===== src/rtl/sockit_spi_arb_if.sv =====
// Bundle of the two requester command streams, the shared SPI command and
// response streams, the two routed response streams and arbiter status.
interface sockit_spi_arb_if #(
  parameter int CDW = 32,
  parameter int RDW = 32
);
  logic           r_vld, r_lst, r_ren, r_rdy;
  logic [CDW-1:0] r_dat;
  logic           x_vld, x_lst, x_ren, x_rdy;
  logic [CDW-1:0] x_dat;
  logic           c_vld, c_rdy;
  logic [CDW-1:0] c_dat;
  logic           i_vld, i_rdy;
  logic [RDW-1:0] i_dat;
  logic           ri_vld, ri_rdy;
  logic [RDW-1:0] ri_dat;
  logic           xi_vld, xi_rdy;
  logic [RDW-1:0] xi_dat;
  logic [1:0]     arb_own;
  logic           arb_err;

  // arbiter side
  modport slave (
    input  r_vld, r_dat, r_lst, r_ren, output r_rdy,
    input  x_vld, x_dat, x_lst, x_ren, output x_rdy,
    output c_vld, c_dat, input c_rdy,
    input  i_vld, i_dat, output i_rdy,
    output ri_vld, ri_dat, input ri_rdy,
    output xi_vld, xi_dat, input xi_rdy,
    output arb_own, arb_err
  );

  // requester / serializer side
  modport master (
    output r_vld, r_dat, r_lst, r_ren, input r_rdy,
    output x_vld, x_dat, x_lst, x_ren, input x_rdy,
    input  c_vld, c_dat, output c_rdy,
    output i_vld, i_dat, input i_rdy,
    input  ri_vld, ri_dat, output ri_rdy,
    input  xi_vld, xi_dat, output xi_rdy,
    input  arb_own, arb_err
  );
endinterface


===== src/rtl/sockit_spi_arb.sv =====
// Packet-level arbiter for the SPI command stream (XIP priority with a
// starvation limit for the register interface) plus in-order routing of
// response beats back to the requester that issued each read.
module sockit_spi_arb #(
  parameter int CDW  = 32,
  parameter int RDW  = 32,
  parameter int TGD  = 4,
  parameter int XLIM = 3
) (
  input logic             clk,
  input logic             rst,
  sockit_spi_arb_if.slave bus
);
  localparam int AW = $clog2(TGD);
  localparam int CW = (XLIM < 1) ? 1 : $clog2(XLIM + 1);

  typedef enum logic [1:0] {IDLE, RGN, XGN} state_t;
  typedef struct packed {
    logic           vld;
    logic           lst;
    logic           ren;
    logic [CDW-1:0] dat;
  } cmd_t;

  state_t         state_q, state_d;
  logic [CW-1:0]  xcnt_q, xcnt_d;
  logic [1:0]     own_q, own_d;
  logic           err_q, err_d;
  logic [AW:0]    wp_q, wp_d, rp_q, rp_d;
  logic [TGD-1:0] tag_q, tag_d;

  cmd_t           r_cmd, x_cmd, o_cmd;
  logic           full, empty, head_x, stall, o_rdy, c_vld_w, push, pop, i_rdy_w;
  logic [RDW-1:0] rsp_dat;

  // Tag FIFO status: wrap bit distinguishes full from empty
  assign empty  = (wp_q == rp_q);
  assign full   = (wp_q[AW] != rp_q[AW]) && (wp_q[AW-1:0] == rp_q[AW-1:0]);
  assign head_x = tag_q[rp_q[AW-1:0]];

  // Command mux: owner drives the stream, held back when its read has no tag slot
  always_comb begin
    r_cmd   = '{vld: bus.r_vld, lst: bus.r_lst, ren: bus.r_ren, dat: bus.r_dat};
    x_cmd   = '{vld: bus.x_vld, lst: bus.x_lst, ren: bus.x_ren, dat: bus.x_dat};
    o_cmd   = '0;
    if (state_q == RGN)      o_cmd = r_cmd;
    else if (state_q == XGN) o_cmd = x_cmd;
    stall   = o_cmd.ren && full;
    o_rdy   = bus.c_rdy && !stall && !rst;
    c_vld_w = o_cmd.vld && !stall && !rst;
    push    = c_vld_w && bus.c_rdy && o_cmd.ren;
    bus.c_vld = c_vld_w;
    bus.c_dat = o_cmd.dat;
    bus.r_rdy = (state_q == RGN) && o_rdy;
    bus.x_rdy = (state_q == XGN) && o_rdy;
  end

  // Response router: head tag selects the destination; empty FIFO sinks and flags
  always_comb begin
    rsp_dat    = bus.i_dat;
    i_rdy_w    = 1'b0;
    bus.ri_vld = 1'b0;
    bus.xi_vld = 1'b0;
    if (!rst) begin
      if (empty) begin
        i_rdy_w = 1'b1;
      end else if (head_x) begin
        bus.xi_vld = bus.i_vld;
        i_rdy_w    = bus.xi_rdy;
      end else begin
        bus.ri_vld = bus.i_vld;
        i_rdy_w    = bus.ri_rdy;
      end
    end
    pop        = bus.i_vld && i_rdy_w && !empty;
    err_d      = bus.i_vld && empty && !rst;
    bus.i_rdy  = i_rdy_w;
    bus.ri_dat = rsp_dat;
    bus.xi_dat = rsp_dat;
    bus.arb_own = own_q;
    bus.arb_err = err_q;
  end

  // Grant FSM, starvation counter and tag FIFO next state
  always_comb begin
    state_d = state_q;
    xcnt_d  = xcnt_q;
    case (state_q)
      IDLE: begin
        if (bus.x_vld && !(bus.r_vld && xcnt_q == CW'(XLIM))) begin
          state_d = XGN;
          if (!bus.r_vld)               xcnt_d = '0;
          else if (xcnt_q != CW'(XLIM)) xcnt_d = xcnt_q + 1'b1;
        end else if (bus.r_vld) begin
          state_d = RGN;
          xcnt_d  = '0;
        end
      end
      RGN, XGN: if (c_vld_w && bus.c_rdy && o_cmd.lst) state_d = IDLE;
      default:  state_d = IDLE;
    endcase
    own_d = {state_d == XGN, state_d == RGN};
    tag_d = tag_q;
    if (push) tag_d[wp_q[AW-1:0]] = (state_q == XGN);
    wp_d  = wp_q + (AW+1)'(push);
    rp_d  = rp_q + (AW+1)'(pop);
  end

  // State registers; reset aborts any packet and forgets outstanding tags
  always_ff @(posedge clk) begin
    if (rst) begin
      state_q <= IDLE;
      xcnt_q  <= '0;
      own_q   <= '0;
      err_q   <= 1'b0;
      wp_q    <= '0;
      rp_q    <= '0;
      tag_q   <= '0;
    end else begin
      state_q <= state_d;
      xcnt_q  <= xcnt_d;
      own_q   <= own_d;
      err_q   <= err_d;
      wp_q    <= wp_d;
      rp_q    <= rp_d;
      tag_q   <= tag_d;
    end
  end
endmodule


===== src/flat_wrapper.sv =====
// flat-port wrapper written by rule: the top's interface ports become plain ports
module sockit_spi_arb_flat 
#(
  parameter int CDW  = 32,
  parameter int RDW  = 32,
  parameter int TGD  = 4,
  parameter int XLIM = 3
)
  (clk, rst, bus_r_vld, bus_r_dat, bus_r_lst, bus_r_ren, bus_r_rdy, bus_x_vld, bus_x_dat, bus_x_lst, bus_x_ren, bus_x_rdy, bus_c_vld, bus_c_dat, bus_c_rdy, bus_i_vld, bus_i_dat, bus_i_rdy, bus_ri_vld, bus_ri_dat, bus_ri_rdy, bus_xi_vld, bus_xi_dat, bus_xi_rdy, bus_arb_own, bus_arb_err);
  sockit_spi_arb_if #(.CDW(CDW), .RDW(RDW)) bus_i ();
  input logic clk;
  input logic rst;
  input wire logic [$bits(bus_i.r_vld)-1:0] bus_r_vld;
  input wire logic [$bits(bus_i.r_dat)-1:0] bus_r_dat;
  input wire logic [$bits(bus_i.r_lst)-1:0] bus_r_lst;
  input wire logic [$bits(bus_i.r_ren)-1:0] bus_r_ren;
  output wire logic [$bits(bus_i.r_rdy)-1:0] bus_r_rdy;
  input wire logic [$bits(bus_i.x_vld)-1:0] bus_x_vld;
  input wire logic [$bits(bus_i.x_dat)-1:0] bus_x_dat;
  input wire logic [$bits(bus_i.x_lst)-1:0] bus_x_lst;
  input wire logic [$bits(bus_i.x_ren)-1:0] bus_x_ren;
  output wire logic [$bits(bus_i.x_rdy)-1:0] bus_x_rdy;
  output wire logic [$bits(bus_i.c_vld)-1:0] bus_c_vld;
  output wire logic [$bits(bus_i.c_dat)-1:0] bus_c_dat;
  input wire logic [$bits(bus_i.c_rdy)-1:0] bus_c_rdy;
  input wire logic [$bits(bus_i.i_vld)-1:0] bus_i_vld;
  input wire logic [$bits(bus_i.i_dat)-1:0] bus_i_dat;
  output wire logic [$bits(bus_i.i_rdy)-1:0] bus_i_rdy;
  output wire logic [$bits(bus_i.ri_vld)-1:0] bus_ri_vld;
  output wire logic [$bits(bus_i.ri_dat)-1:0] bus_ri_dat;
  input wire logic [$bits(bus_i.ri_rdy)-1:0] bus_ri_rdy;
  output wire logic [$bits(bus_i.xi_vld)-1:0] bus_xi_vld;
  output wire logic [$bits(bus_i.xi_dat)-1:0] bus_xi_dat;
  input wire logic [$bits(bus_i.xi_rdy)-1:0] bus_xi_rdy;
  output wire logic [$bits(bus_i.arb_own)-1:0] bus_arb_own;
  output wire logic [$bits(bus_i.arb_err)-1:0] bus_arb_err;
  assign bus_i.r_vld = bus_r_vld;
  assign bus_i.r_dat = bus_r_dat;
  assign bus_i.r_lst = bus_r_lst;
  assign bus_i.r_ren = bus_r_ren;
  assign bus_r_rdy = bus_i.r_rdy;
  assign bus_i.x_vld = bus_x_vld;
  assign bus_i.x_dat = bus_x_dat;
  assign bus_i.x_lst = bus_x_lst;
  assign bus_i.x_ren = bus_x_ren;
  assign bus_x_rdy = bus_i.x_rdy;
  assign bus_c_vld = bus_i.c_vld;
  assign bus_c_dat = bus_i.c_dat;
  assign bus_i.c_rdy = bus_c_rdy;
  assign bus_i.i_vld = bus_i_vld;
  assign bus_i.i_dat = bus_i_dat;
  assign bus_i_rdy = bus_i.i_rdy;
  assign bus_ri_vld = bus_i.ri_vld;
  assign bus_ri_dat = bus_i.ri_dat;
  assign bus_i.ri_rdy = bus_ri_rdy;
  assign bus_xi_vld = bus_i.xi_vld;
  assign bus_xi_dat = bus_i.xi_dat;
  assign bus_i.xi_rdy = bus_xi_rdy;
  assign bus_arb_own = bus_i.arb_own;
  assign bus_arb_err = bus_i.arb_err;
  sockit_spi_arb #(.CDW(CDW), .RDW(RDW), .TGD(TGD), .XLIM(XLIM)) u_core (.clk(clk), .rst(rst), .bus(bus_i));
endmodule

===== config.mk =====
export PLATFORM = sky130hd
export DESIGN_NAME = sockit_spi_arb_flat
export DESIGN_NICKNAME = d
export VERILOG_FILES = /design/src/rtl/sockit_spi_arb_if.sv /design/src/rtl/sockit_spi_arb.sv /design/src/flat_wrapper.sv
export SDC_FILE = /design/constraint.sdc
export NUM_CORES = 1
export LEC_CHECK = 0
export CORE_ASPECT_RATIO = 0.75
export CORE_UTILIZATION = 30
export CTS_CLUSTER_SIZE = 20
export DETAILED_ROUTE_END_ITERATION = 12
export PLACE_DENSITY = 0.95
export SETUP_SLACK_MARGIN = 0.3
export SKIP_CTS_REPAIR_TIMING = 1
export SLEW_MARGIN = 25
export SYNTH_ARGS = -nofsm -noshare
export SYNTH_HDL_FRONTEND = slang
export SYNTH_SLANG_ARGS = --single-unit

===== constraint.sdc =====
create_clock -name clk -period 5.6 [get_ports clk]
set_clock_uncertainty 0.2 [all_clocks]
set_input_delay 1.12 -clock clk [delete_from_list [all_inputs] [get_ports clk]]
set_output_delay 1.12 -clock clk [all_outputs]
set_load 0.005 [all_outputs]

==> out/qor.yml <==
clock_network:
  cts_sinks: 17
  tritoncts: "built"
  cts-root-buf: "clkbuf_8"
  clk_pin_slew_worst_paths_ns: 0.07
  htree_levels: 1
  cts_max_path_buffers: 2
  clk_latency_ns: 0.26
  cts_buffers: 3
floorplan:
  die_h_um: 69.33
  coreArea_um2: 5826
  initial_core_util_pct: 31.12
  rows: 24
  die_area_um2: 6362
  io_pins: 213
  die_w_um: 91.77
synth:
  synth-xor-area-share_pct: 2.415
  synth-edff-count: 0
  async_flop_share_pct: 0
  synth_simple_gate_area_share_pct: 18.50
  synth_compound_area_share_pct: 20.43
  syn_inst: 214
  synth.area.mux_share_pct: 4.003
  synth_top_family_by_area: "buffers and inverters"
  ys_types: 36
  synth_seq_cells: 17
  syn_nets: 331
  syn_avg_cell_area_um2: 8.472
  synthAdderAreaFrac_pct: 6.211
  synth_area_um2: 1813
  ys_seq_area_share_pct: 18.77
  yosys_warnings: 0
  synth_flop_cell: "dfxtp_1"
route:
  wl_met3_um: 620
  top_layer: "met4"
  drc: 0
  drt-initial-drc-count: 58
  post_drt_wl_per_cell_um: 17.03
  ant_nets: 0
  met1_length_um: 2332
  viasPerCell: 4.994
  routed_wl_um: 5789
  route.met2.wl_um: 2692
  drtPass1Iterations: 4
  route.vias.total: 1698
layout:
  antenna_cells: 0
  final_cell_area_um2: 2611
  fill_cells: 570
  regArea_um2: 340.3
  drive_gt1_share_pct: 4.580
  layout_commonest_cell: "clkdlybuf4s50_1"
  multi_input_area_um2: 937.1
  nets: 380
  layoutNonFillerInstCount: 340
  layout_common_cells: "116 x clkdlybuf4s50_1, 32 x a22o_1, 17 x dfxtp_1"
  area_growth_pct: 44.03
worst_setup_path:
  path_cells: "clkdlybuf4s50_1, nand2b_1, nor2_1, and2_1, clkdlybuf4s50_1"
  crit_end: "bus_r_rdy"
  cp-start-kind: "input pin"
  cp_max_fo: 24
  cp_common_cell: "clkdlybuf4s50_1"
  worst_r2r_path_depth: 9
  slowest_delay_ns: 0.81
  crit_slowest_cell: "clkdlybuf4s50_1"
  required_ns: 4.28
  end_kind: "output pin"
  crit_type: "input pin to output pin"
  cp.arrival_ns: 3.09
  reg2reg_to: "u_core.wp_q[2]"
  reg2reg_from: "u_core.state_q[1]"
  r2r_slack_ns: 3.17
  cp-startpoint: "rst"
global_route:
  grt_pass1_vias: 1728
  grt_pass1_wl_um: 8949
  antenna_found_initial: 0
  overflow: 0
  track_usage_pct: 17.88
  grt_max_degree: 33
place:
  dp_slack_ns: 1.197
  placed_cells: 336
  placed_area_um2: 2562
  dp_hpwl_um: 4730
  port-buffer-count: 116
  place_congestion: 0.8379
sta:
  fin_crit_ns: 4.413
  slew_viol_final: 0
  fin_ws_ns: 1.187
  setup_tns_ns: 0
  max_freq_mhz: 226.6
  rsz0062_at_grt: "no"
  post-route-period-util_pct: 78.81
  worst_pin_slew_ns: 0.7691
  max-slew-margin-rel_pct: 48.57
  setup_viol: 0
  finalHoldViolations: 0
power_and_ir_drop:
  totalPowerFinal_mw: 0.4436
  ir_drop_uv: 129.6
  power_density_nw_per_um2: 169.9
  leakage_nw: 1.004
job:
  maxCapViolCount: 0
outcome:
  outcome: "completed"
hold_path:
  hold_path_class: "flip-flop to flip-flop"
[logic make-up (layout without fill, tap and decap cells)]
group           after synthesis  in the layout
mux                           6              6
buf+inv                      77            125
compound gates               45             45
fa+ha+maj                     9              9
simple gates                 55             55
xor+xnor                      5              5
flops                        17             17
[where the power goes]
part / internal (mW) / switching (mW) / leakage, nW / total [mW]
Combinational: 0.139 / 0.0779 / 0.844 / 0.216
Clock: 0.0502 / 0.0474 / 0.0217 / 0.0976
Sequential: 0.126 / 0.00385 / 0.138 / 0.130
Total: 0.314 / 0.129 / 1.00 / 0.444
[stage by stage]
stage	hold WS [ns]	util, %
floorplan	0.2356	-
global placement	0.2459	43.99
detailed placement	0.2553	43.99
CTS	0.2651	44.82
global route	0.3120	44.82
finish	0.2632	44.82
[metal layers]
metal / up-vias / global-route usage [%]
li1: 796 / -
met1: 786 / 20.25
met2: 99 / 30.66
met3: 17 / 7.237
met4: 0 / 5.729
met5: - / 0
[state kept, by name, summed over array words and instances, names as in the netlist]
name / count
u_core.wp_q: 3
u_core.tag_q: 4
u_core.rp_q: 3
u_core.bus.arb_own: 2
u_core.state_q: 2
u_core.bus.arb_err: 1
u_core.xcnt_q: 2
[area by class of cell]
cell class | instances | area share (%)
flip-flops and latches | 17 | 13.03
clock buffers | 3 | 1.581
repair buffers | 118 | 45.04
inverters | 3 | 0.4312
multi-input cells | 120 | 35.89
clock inverters | 1 | 0.2875
well taps | 78 | 3.737
[worst max-delay path: cells and delay by family]
kind                   cells  cell delay, ns
buffers and inverters      2            1.33
and+or+nand+nor            3            0.64
[synthesized netlist by cell type (2+ instances only)]
master | n | area [um^2]
nand4b_1 | 3 | 26.28
inv_1 | 3 | 11.26
nand2_1 | 2 | 7.510
ha_1 | 9 | 112.6
nor4_1 | 4 | 25.02
nor2b_1 | 6 | 37.54
nand4_1 | 2 | 12.51
nor4bb_1 | 2 | 20.02
and2_1 | 6 | 37.54
nor3_1 | 3 | 15.01
nor2_1 | 10 | 37.54
a21oi_1 | 4 | 20.02
nor3b_1 | 2 | 15.01
nand3b_1 | 3 | 22.52
o41ai_1 | 2 | 17.52
buf_4 | 66 | 495.5
nand3_1 | 3 | 15.01
o21ai_1 | 2 | 10.01
clkbuf_1 | 5 | 18.77
buf_1 | 2 | 7.510
nand2b_1 | 6 | 37.54
a22o_1 | 32 | 280.3
dfxtp_1 | 17 | 340.3
xnor2_1 | 4 | 35.03
mux2i_1 | 5 | 50.05
[how the worst min path moves through the flow]
| stage | from | endpoint | slack (ns) | depth (start not counted) |
|---|---|---|---|---|
| after global placement | u_core.xcnt_q[1] | u_core.xcnt_q[1] | 0.25 | 2 |
| after floorplan | u_core.xcnt_q[1] | u_core.xcnt_q[1] | 0.24 | 2 |
| after CTS | u_core.xcnt_q[1] | u_core.xcnt_q[1] | 0.27 | 2 |
| after global routing | u_core.xcnt_q[1] | u_core.xcnt_q[1] | 0.31 | 2 |
| final | u_core.xcnt_q[1] | u_core.xcnt_q[1] | 0.26 | 2 |
| after detailed placement | u_core.xcnt_q[1] | u_core.xcnt_q[1] | 0.26 | 2 |
Power figures use the tool's default switching activity.
